--- src/rtl/c7bbiu_arb_if.sv ---
// c7bbiu_arb_if: core-side and memory-side handshake bundle for c7bbiu_arb.
// slave  = arbiter view, master = environment (core + memory) view.
interface c7bbiu_arb_if #(
  parameter int NCH = 2,
  parameter int AW  = 32,
  parameter int DW  = 64
);
  // core read channels
  logic [NCH-1:0]    rd_req;
  logic [NCH*AW-1:0] rd_addr;
  logic [NCH-1:0]    rd_cancel;
  logic [NCH-1:0]    rd_ack;
  logic [NCH-1:0]    rd_data_valid;
  logic [DW-1:0]     rd_data;
  // core write channel
  logic              wr_req;
  logic [AW-1:0]     wr_addr;
  logic [DW-1:0]     wr_data;
  logic [DW/8-1:0]   wr_strb;
  logic              wr_ack;
  logic              wr_done;
  // memory read port
  logic              mem_rd_req;
  logic [AW-1:0]     mem_rd_addr;
  logic              mem_rd_ack;
  logic              mem_data_valid;
  logic [DW-1:0]     mem_data;
  // memory write port
  logic              mem_wr_req;
  logic [AW-1:0]     mem_wr_addr;
  logic [DW-1:0]     mem_wr_data;
  logic [DW/8-1:0]   mem_wr_strb;
  logic              mem_wr_ack;
  logic              mem_write_done;

  modport slave (
    input  rd_req, rd_addr, rd_cancel,
    input  wr_req, wr_addr, wr_data, wr_strb,
    input  mem_rd_ack, mem_data_valid, mem_data,
    input  mem_wr_ack, mem_write_done,
    output rd_ack, rd_data_valid, rd_data,
    output wr_ack, wr_done,
    output mem_rd_req, mem_rd_addr,
    output mem_wr_req, mem_wr_addr, mem_wr_data, mem_wr_strb
  );

  modport master (
    output rd_req, rd_addr, rd_cancel,
    output wr_req, wr_addr, wr_data, wr_strb,
    output mem_rd_ack, mem_data_valid, mem_data,
    output mem_wr_ack, mem_write_done,
    input  rd_ack, rd_data_valid, rd_data,
    input  wr_ack, wr_done,
    input  mem_rd_req, mem_rd_addr,
    input  mem_wr_req, mem_wr_addr, mem_wr_data, mem_wr_strb
  );
endinterface

--- src/rtl/c7bbiu_arb.sv ---
// c7bbiu_arb: merges NCH read channels and one write channel onto a single
// external memory read port and write port. One outstanding read and one
// outstanding write; reads that hit a pending write's 8-byte word are held
// back until that write completes. Per-channel cancel drops the return beat.
// Optional macro C7B_BIU_ARB_RR_EN selects round-robin arbitration; without
// it the lowest-index eligible channel wins.
module c7bbiu_arb #(
  parameter int NCH = 2,
  parameter int AW  = 32,
  parameter int DW  = 64
) (
  input logic         clk,
  input logic         resetn,
  c7bbiu_arb_if.slave bus
);
  localparam int GW = (NCH > 1) ? $clog2(NCH) : 1;

  typedef enum logic [1:0] {R_IDLE, R_REQ, R_DATA} rd_state_t;
  typedef enum logic [1:0] {W_IDLE, W_REQ, W_DONE} wr_state_t;

  rd_state_t       r_rd_st, w_rd_nx;
  wr_state_t       r_wr_st, w_wr_nx;
  logic [GW-1:0]   r_gnt;
  logic [GW-1:0]   w_gnt;
  logic            w_gnt_vld;
  logic            r_cancelled;
  logic            w_cancel_now;
  logic [AW-1:0]   r_rd_addr;
  logic [AW-1:0]   r_wr_addr;
  logic [DW-1:0]   r_wr_data;
  logic [DW/8-1:0] r_wr_strb;
  logic            w_wr_pend;
  logic [NCH-1:0]  w_elig;

  assign bus.rd_data     = bus.mem_data;
  assign bus.mem_rd_addr = r_rd_addr;
  assign bus.mem_wr_addr = r_wr_addr;
  assign bus.mem_wr_data = r_wr_data;
  assign bus.mem_wr_strb = r_wr_strb;

  // A write held by the arbiter (issued or awaiting completion) blocks reads of the same 8-byte word.
  always_comb begin
    w_wr_pend = (r_wr_st != W_IDLE);
    w_elig    = '0;
    for (int unsigned i = 0; i < NCH; i++) begin
      w_elig[i] = bus.rd_req[i] &&
                  !(w_wr_pend && (bus.rd_addr[i*AW+3 +: AW-3] == r_wr_addr[AW-1:3]));
    end
  end

`ifdef C7B_BIU_ARB_RR_EN
  logic [GW-1:0] r_ptr;

  // Round-robin pick: first eligible channel after the last grant.
  always_comb begin
    w_gnt     = '0;
    w_gnt_vld = 1'b0;
    for (int unsigned k = 1; k <= NCH; k++) begin
      if (!w_gnt_vld && w_elig[(int unsigned'(r_ptr) + k) % NCH]) begin
        w_gnt     = GW'((int unsigned'(r_ptr) + k) % NCH);
        w_gnt_vld = 1'b1;
      end
    end
  end

  // Pointer remembers the most recent grant.
  always_ff @(posedge clk or negedge resetn) begin
    if (!resetn)
      r_ptr <= GW'(NCH - 1);
    else if (r_rd_st == R_IDLE && w_gnt_vld)
      r_ptr <= w_gnt;
  end
`else
  // Fixed priority pick: lowest eligible index wins.
  always_comb begin
    w_gnt     = '0;
    w_gnt_vld = 1'b0;
    for (int unsigned i = 0; i < NCH; i++) begin
      if (!w_gnt_vld && w_elig[i]) begin
        w_gnt     = GW'(i);
        w_gnt_vld = 1'b1;
      end
    end
  end
`endif

  // Read FSM next state and combinational handshake outputs.
  always_comb begin
    w_rd_nx            = r_rd_st;
    bus.mem_rd_req     = 1'b0;
    bus.rd_ack         = '0;
    bus.rd_data_valid  = '0;
    w_cancel_now       = bus.rd_cancel[r_gnt];
    case (r_rd_st)
      R_IDLE: if (w_gnt_vld) w_rd_nx = R_REQ;
      R_REQ: begin
        bus.mem_rd_req = 1'b1;
        if (bus.mem_rd_ack) begin
          bus.rd_ack[r_gnt] = 1'b1;
          w_rd_nx           = R_DATA;
        end
      end
      R_DATA: begin
        if (bus.mem_data_valid) begin
          // a cancel arriving with the beat still suppresses it
          bus.rd_data_valid[r_gnt] = !(r_cancelled || w_cancel_now);
          w_rd_nx                  = R_IDLE;
        end
      end
      default: w_rd_nx = R_IDLE;
    endcase
  end

  // Read FSM state, grant, address and cancel tracking.
  always_ff @(posedge clk or negedge resetn) begin
    if (!resetn) begin
      r_rd_st     <= R_IDLE;
      r_gnt       <= '0;
      r_rd_addr   <= '0;
      r_cancelled <= 1'b0;
    end else begin
      r_rd_st <= w_rd_nx;
      if (r_rd_st == R_IDLE) begin
        r_cancelled <= 1'b0;
        if (w_gnt_vld) begin
          r_gnt     <= w_gnt;
          r_rd_addr <= bus.rd_addr[w_gnt*AW +: AW];
        end
      end else if (w_cancel_now) begin
        r_cancelled <= 1'b1;
      end
    end
  end

  // Write FSM next state and combinational handshake outputs.
  always_comb begin
    w_wr_nx        = r_wr_st;
    bus.mem_wr_req = 1'b0;
    bus.wr_ack     = 1'b0;
    bus.wr_done    = 1'b0;
    case (r_wr_st)
      W_IDLE: if (bus.wr_req) w_wr_nx = W_REQ;
      W_REQ: begin
        bus.mem_wr_req = 1'b1;
        if (bus.mem_wr_ack) begin
          bus.wr_ack = 1'b1;
          w_wr_nx    = W_DONE;
        end
      end
      W_DONE: begin
        if (bus.mem_write_done) begin
          bus.wr_done = 1'b1;
          w_wr_nx     = W_IDLE;
        end
      end
      default: w_wr_nx = W_IDLE;
    endcase
  end

  // Write FSM state and captured write payload.
  always_ff @(posedge clk or negedge resetn) begin
    if (!resetn) begin
      r_wr_st   <= W_IDLE;
      r_wr_addr <= '0;
      r_wr_data <= '0;
      r_wr_strb <= '0;
    end else begin
      r_wr_st <= w_wr_nx;
      if (r_wr_st == W_IDLE && bus.wr_req) begin
        r_wr_addr <= bus.wr_addr;
        r_wr_data <= bus.wr_data;
        r_wr_strb <= bus.wr_strb;
      end
    end
  end
endmodule

--- src/flat_wrapper.sv ---
// flat-port wrapper written by rule: the top's interface ports become plain ports
module c7bbiu_arb_flat 
#(
  parameter int NCH = 2,
  parameter int AW  = 32,
  parameter int DW  = 64
)
  (clk, resetn, bus_rd_req, bus_rd_addr, bus_rd_cancel, bus_wr_req, bus_wr_addr, bus_wr_data, bus_wr_strb, bus_mem_rd_ack, bus_mem_data_valid, bus_mem_data, bus_mem_wr_ack, bus_mem_write_done, bus_rd_ack, bus_rd_data_valid, bus_rd_data, bus_wr_ack, bus_wr_done, bus_mem_rd_req, bus_mem_rd_addr, bus_mem_wr_req, bus_mem_wr_addr, bus_mem_wr_data, bus_mem_wr_strb);
  c7bbiu_arb_if #(.NCH(NCH), .AW(AW), .DW(DW)) bus_i ();
  input logic clk;
  input logic resetn;
  input wire logic [$bits(bus_i.rd_req)-1:0] bus_rd_req;
  input wire logic [$bits(bus_i.rd_addr)-1:0] bus_rd_addr;
  input wire logic [$bits(bus_i.rd_cancel)-1:0] bus_rd_cancel;
  input wire logic [$bits(bus_i.wr_req)-1:0] bus_wr_req;
  input wire logic [$bits(bus_i.wr_addr)-1:0] bus_wr_addr;
  input wire logic [$bits(bus_i.wr_data)-1:0] bus_wr_data;
  input wire logic [$bits(bus_i.wr_strb)-1:0] bus_wr_strb;
  input wire logic [$bits(bus_i.mem_rd_ack)-1:0] bus_mem_rd_ack;
  input wire logic [$bits(bus_i.mem_data_valid)-1:0] bus_mem_data_valid;
  input wire logic [$bits(bus_i.mem_data)-1:0] bus_mem_data;
  input wire logic [$bits(bus_i.mem_wr_ack)-1:0] bus_mem_wr_ack;
  input wire logic [$bits(bus_i.mem_write_done)-1:0] bus_mem_write_done;
  output wire logic [$bits(bus_i.rd_ack)-1:0] bus_rd_ack;
  output wire logic [$bits(bus_i.rd_data_valid)-1:0] bus_rd_data_valid;
  output wire logic [$bits(bus_i.rd_data)-1:0] bus_rd_data;
  output wire logic [$bits(bus_i.wr_ack)-1:0] bus_wr_ack;
  output wire logic [$bits(bus_i.wr_done)-1:0] bus_wr_done;
  output wire logic [$bits(bus_i.mem_rd_req)-1:0] bus_mem_rd_req;
  output wire logic [$bits(bus_i.mem_rd_addr)-1:0] bus_mem_rd_addr;
  output wire logic [$bits(bus_i.mem_wr_req)-1:0] bus_mem_wr_req;
  output wire logic [$bits(bus_i.mem_wr_addr)-1:0] bus_mem_wr_addr;
  output wire logic [$bits(bus_i.mem_wr_data)-1:0] bus_mem_wr_data;
  output wire logic [$bits(bus_i.mem_wr_strb)-1:0] bus_mem_wr_strb;
  assign bus_i.rd_req = bus_rd_req;
  assign bus_i.rd_addr = bus_rd_addr;
  assign bus_i.rd_cancel = bus_rd_cancel;
  assign bus_i.wr_req = bus_wr_req;
  assign bus_i.wr_addr = bus_wr_addr;
  assign bus_i.wr_data = bus_wr_data;
  assign bus_i.wr_strb = bus_wr_strb;
  assign bus_i.mem_rd_ack = bus_mem_rd_ack;
  assign bus_i.mem_data_valid = bus_mem_data_valid;
  assign bus_i.mem_data = bus_mem_data;
  assign bus_i.mem_wr_ack = bus_mem_wr_ack;
  assign bus_i.mem_write_done = bus_mem_write_done;
  assign bus_rd_ack = bus_i.rd_ack;
  assign bus_rd_data_valid = bus_i.rd_data_valid;
  assign bus_rd_data = bus_i.rd_data;
  assign bus_wr_ack = bus_i.wr_ack;
  assign bus_wr_done = bus_i.wr_done;
  assign bus_mem_rd_req = bus_i.mem_rd_req;
  assign bus_mem_rd_addr = bus_i.mem_rd_addr;
  assign bus_mem_wr_req = bus_i.mem_wr_req;
  assign bus_mem_wr_addr = bus_i.mem_wr_addr;
  assign bus_mem_wr_data = bus_i.mem_wr_data;
  assign bus_mem_wr_strb = bus_i.mem_wr_strb;
  c7bbiu_arb #(.NCH(NCH), .AW(AW), .DW(DW)) u_core (.clk(clk), .resetn(resetn), .bus(bus_i));
endmodule
--- config.mk ---
export PLATFORM = sky130hd
export DESIGN_NAME = c7bbiu_arb_flat
export DESIGN_NICKNAME = d
export VERILOG_FILES = /design/src/rtl/c7bbiu_arb_if.sv /design/src/rtl/c7bbiu_arb.sv /design/src/flat_wrapper.sv
export SDC_FILE = /design/constraint.sdc
export NUM_CORES = 1
export LEC_CHECK = 0
export BUFFER_PORTS_ARGS = -buffer_cell sky130_fd_sc_hd__buf_4
export CORE_AREA = 2 2 176 178
export DETAILED_ROUTE_END_ITERATION = 10
export DIE_AREA = 0 0 178 180
export SLEW_MARGIN = 0
export SYNTH_ARGS = -nofsm -noshare
export SYNTH_HDL_FRONTEND = slang
export SYNTH_SLANG_ARGS = --single-unit
--- constraint.sdc ---
create_clock -name clk -period 2.9 [get_ports clk]
set_input_delay 0.29 -clock clk [delete_from_list [all_inputs] [get_ports clk]]
set_output_delay 0.29 -clock clk [all_outputs]
set_load 0.02 [all_outputs]
**After elaboration in Yosys (flattened, before gate mapping)**

Index checks and enable logic that the tools add are counted.

- Reduce and logical (&&, ||, !) cells: 19
- Multiplexer cells: 27
- Order comparisons: 2
- Equal/unequal tests: 12
- Bitwise operators: 1
- Shift-type cells: 1

Operator list:

| kind | number |
|---|---|
| $shiftx 64x7->32 | 1 |
| $eq 29x29->1 | 2 |
| $mux 2 | 10 |
| $mux 1 | 14 |
| $pmux 2 s3 | 2 |
| $ne 2x2->1 const B | 5 |
| $logic_and 1x1->1 | 7 |
| $reduce_and 3->1 | 2 |
| $eq 2x1->1 const B | 2 |
| $eq 2x2->1 const B | 2 |
| $logic_not 1->1 | 4 |
| $logic_not 2->1 | 2 |
| $reduce_bool 2->1 | 2 |
| $and 2x2->2 | 1 |
| $lt 1x2->1 const B | 1 |
| $ne 2x1->1 const B | 1 |
| $reduce_and 2->1 | 1 |
| $demux 1 s1 | 1 |
| $ge 1x1->1 const B | 1 |
| $logic_or 1x1->1 | 1 |

- Output and inout port bits: 208
- Logic and storage cells: 70
- Register bits after elaboration: 142
- Bits of input ports: 243

**Longest topological paths before layout**

- Word-level depth: 10
- Mapped depth: 8
- Gate-level depth less buffers: 6

**Worst setup path after synthesis**

Ideal clock, no wire load.

- Path kind: reg2reg
- Start: register u_core.r_wr_addr[13] (netlist: u_core.bus.mem_wr_addr[13])
- End: register u_core.r_rd_addr[0] (netlist: u_core.bus.mem_rd_addr[0])
- Arrival: 1,810 ps
- Cell stages (with the launch flop): 8
- Library setup time: 126 ps
- Required time: 2,774 ps
- Period minus slack after synthesis: 1,935 ps
- Buffers on the path: 1
- Slack: 965 ps
- Cell sequence: dfrtp_1 xnor2_1 nand4_1 nor4_2 a21boi_2 buf_6 and3_1 a221o_1

- Cells in the longest elaborated chain, start to end: 9
- Elaborated cells between the ends (all ways): 15
- Classes of those cells: eq/ne: 2; shift: 1; mux: 3; reduce/logical: 9

RTL lines:

| what | line | text |
|---|---|---|
| start, declared | c7bbiu_arb.sv:29 | `logic [AW-1:0] r_wr_addr;` |
| start signal, assigned | c7bbiu_arb.sv:170 | `r_wr_addr <= bus.wr_addr;` |
| $eq 29x29->1 | c7bbiu_arb.sv:47 | `!(w_wr_pend && (bus.rd_addr[i*AW+3 +: AW-3] == r_wr_addr[AW-1:3]));` |
| $logic_and 1x1->1 | c7bbiu_arb.sv:47 |  |
| $logic_not 1->1 | c7bbiu_arb.sv:47 |  |
| $logic_and 1x1->1 | c7bbiu_arb.sv:46 | `w_elig[i] = bus.rd_req[i] &&` |
| $mux 1 | c7bbiu_arb.sv:79 | `if (!w_gnt_vld && w_elig[i]) begin` |
| $logic_not 1->1 | c7bbiu_arb.sv:79 |  |
| $logic_and 1x1->1 | c7bbiu_arb.sv:79 |  |
| $mux 1 | c7bbiu_arb.sv:79 |  |
| $shiftx 64x7->32 or $reduce_and 2->1 (tied branches) | -- |  |
| end signal, assigned | c7bbiu_arb.sv:127 | `r_rd_addr <= bus.rd_addr[w_gnt*AW +: AW];` |
| end, declared | c7bbiu_arb.sv:28 | `logic [AW-1:0] r_rd_addr;` |

Several ways; a longest one is shown, not always the timed one.
A chain may end at the register's enable or synchronous reset.

**Worst setup path after layout**

- Start: register u_core.r_wr_addr[16] (netlist: u_core.bus.mem_wr_addr[16])
- End: register u_core.r_rd_addr[9] (netlist: u_core.bus.mem_rd_addr[9])

Same word-level chain as after synthesis.

==> run_results.csv <==
group,metric,value,unit
routing,drc_errors,0,
global_routing,grt_pass1_wl,34.9,mm
synth,synthCells,511,
global_routing,grt_usage,0.150,
timing,worst_pin_slew,0.886,ns
floorplan,row_count,64,
routing,avgRoutedWirePerCell,20.3,um
setup_path,worstReg2RegEnd,"u_core.bus.mem_rd_addr[9]",
setup_path,critPathMaxStageDelay,0.68,ns
setup_path,path_max_fanout,32,
synth,syn-cell-area,0.00671,mm2
timing,fin_skew,0.0147,ns
floorplan,initial_core_util,0.222,
clock_tree,root_buffer,"clkbuf_16",
place,io_buffer_count,322,
setup_path,crit_path_cell_trace,"xnor2_1 > nand4_1 > nor4_2 > a21boi_4 > nor2_4 > a221o_1",
synth,yosys.area.top_type_share,0.529,
setup_path,end_kind,"register",
place,place_area,0.00915,mm2
setup_path,cp.required,3.25,ns
layout,nets,1019,
layout,drive_above_1_share,0.474,
setup_path,slowest_stage,"nor2_4",
timing,fin_tns_setup,0,ns
timing,period_needed,2.55,ns
synth,seq_area_frac_synth,0.529,
setup_path,cp_num_buf_inv,0,
synth,synth_enable_flop_cells,0,
power,total_power,11.5,mW
timing,setup_ws,0.348,ns
setup_path,ff2ff_setup_slack,0.35,ns
setup_path,reg2reg_from,"u_core.bus.mem_wr_addr[16]",
hold_path,hold_depth,2,
timing,slew_violations,0,
routing,vias_per_cell,4.27,
global_routing,grt-ovfl-total,0,
layout,final_cell_area,0.00975,mm2
power,power.density,1170,mW/mm2
synth,yosys_warnings,0,
clock_tree,hold_buffers,1,
clock_tree,clockBufferDepth,2,
routing,wirelength,24.1,mm
floorplan,chipWidth,178,um
hold_path,hold_start,"bus_wr_addr[29]",
global_routing,first_global_vias,5511,
setup_path,reg2regPathDepth,6,
hold_path,hold_path.class,"in -> reg",
synth,syn_area_per_cell,13.1,um2
place,gp_congestion,0.754,
layout,syn2layout_area_growth,45.3,%
synth,synth_fp_nets,754,
synth,synthTopCellsByArea,"dfrtp_1, mux2_1, buf_4",
timing,fmax,392,MHz
synth,synth_area_leader_cell,"dfrtp_1",
floorplan,dieHeight,180,um
floorplan,die_area,0.0320,mm2
global_routing,grt_antenna_before_repair,3,
clock_tree,clkSinkCount,142,
power,p_leak,4.63,nW
run,cap_violations,0,
clock_tree,numCtsBuffers,17,
timing,setup_violations,0,
setup_path,cp.arrival,2.90,ns
setup_path,startpoint_type,"register",
timing,hold_slack,0.0811,ns
place,hpwl,19.0,mm
synth,synth_most_common_cell,"dfrtp_1",
clock_tree,cts_setup_buffers,0,
routing,drtIter0Drc,175,
synth,synth_common_cells,"dfrtp_1, mux2_1, buf_4, a221o_1, and3_1",
timing,fin_crit_sh,0.880,
clock_tree,cts.clk_slew.worst_paths,0.07,ns
floorplan,ios,451,
clock_tree,cts_tree,"built",
clock_tree,clk_latency,0.42,ns
setup_path,critPathTopFamily,"simple AND/OR/NAND/NOR gates",
timing,rsz0062_at_grt,"no",
power,peakVddDrop,562,uV
synth,synthFlopType,"dfrtp_1",
setup_path,path_class,"reg -> reg",
status,outcome,"complete, no violations",
floorplan,core-area,0.0302,mm2
timing,finalHoldViolCount,0,
synth,synth_cell_types,29,
clock_tree,cts_max_level,4,
hold_path,min_to,"u_core.bus.mem_wr_addr[29]",
place,place_ws,0.269,ns
timing,maxSlewHeadroom,0.408,
clock_tree,cts_resized,0,
synth,ys_seq_elements,142,
routing,dr.pass1.iters,4,
routing,vias,5068,
routing,postRouteAntennaNets,0,
global_routing,grt_start_max_net_pins,66,
setup_path,startpoint,"u_core.bus.mem_wr_addr[16]",
synth,synth-async-reset-ratio,1.00,
## kinds of logic after synthesis
kind of cell / count (synthesis) / share of synthesized area
AO/OA/AOI/OAI: 43 / 0.0596
XOR/XNOR: 58 / 0.0757
buffers and inverters: 92 / 0.0971
flip-flops: 142 / 0.529
multiplexers: 104 / 0.174
AND/OR/NAND/NOR: 72 / 0.0639
## cell type report
| cell class | count | area, um2 |
|---|---|---|
| Tap cell | 396 | 495 |
| Clock inverter | 13 | 140 |
| Inverter | 3 | 11.3 |
| Multi-Input combinational cell | 277 | 2530 |
| Sequential cell | 142 | 3550 |
| Antenna cell | 1 | 2.50 |
| Timing Repair Buffer | 335 | 2570 |
| Fill cell | 3064 | 20400 |
| Clock buffer | 19 | 453 |
## per-stage QoR
stage               utilization  cells
finish                    0.323   1186
global route              0.323   1185
CTS                       0.323   1185
detailed placement        0.303   1152
global placement          0.303   1152
floorplan                     -    511
## worst max-delay path by stage
stage	endpoint	slack, ns	cells after the start
3_5_place_dp	u_core.bus.mem_rd_addr[26]	0.27	7
6_report	u_core.bus.mem_rd_addr[9]	0.35	6
4_1_cts	u_core.bus.mem_rd_addr[2]	0.24	7
5_1_grt	u_core.bus.mem_rd_addr[17]	0.18	6
3_3_place_gp	u_core.bus.mem_rd_addr[5]	0.25	7
2_1_floorplan	u_core.bus.mem_rd_addr[0]	0.96	7
## routing by layer
layer / track usage / wire length [um]
met2: 0.243 / 11400
met3: 0.0666 / 2450
met1: 0.170 / 9430
met4: 0.0656 / 822
met5: 0 / 23
## sequential cells by signal, indices dropped and copies added (netlist names)
name,flops
u_core.bus.mem_wr_data,64
u_core.bus.mem_rd_addr,32
u_core.bus.mem_wr_addr,32
u_core.r_gnt,1
u_core.r_rd_st,2
u_core.bus.mem_wr_strb,8
u_core.r_cancelled,1
u_core.r_wr_st,2
## where the power goes
part | total [mW] | internal, mW | switching, mW
combinational | 5.41 | 2.52 | 2.89
clock | 2.26 | 1.32 | 0.940
sequential | 3.78 | 2.98 | 0.802
## cell usage in the layout (no fill, tap or decap), types with 2 or more instances in the layout
cell and instances:
a221o_1 32, clkinv_2 3, xor2_1 29, clkinv_4 3, clkbuf_8 2, bufinv_16 2, nand2_1 4, o21ai_0 4
nor4_2 2, clkbuf_16 17, nand4_1 10, and3_1 32, clkinvlp_4 4, dfrtp_1 142, buf_4 329, nor2_1 9
inv_1 3, mux2_1 104, buf_12 4, nor4_1 7, xnor2_1 29, a21o_1 2
(Power assumes the default switching activity.)
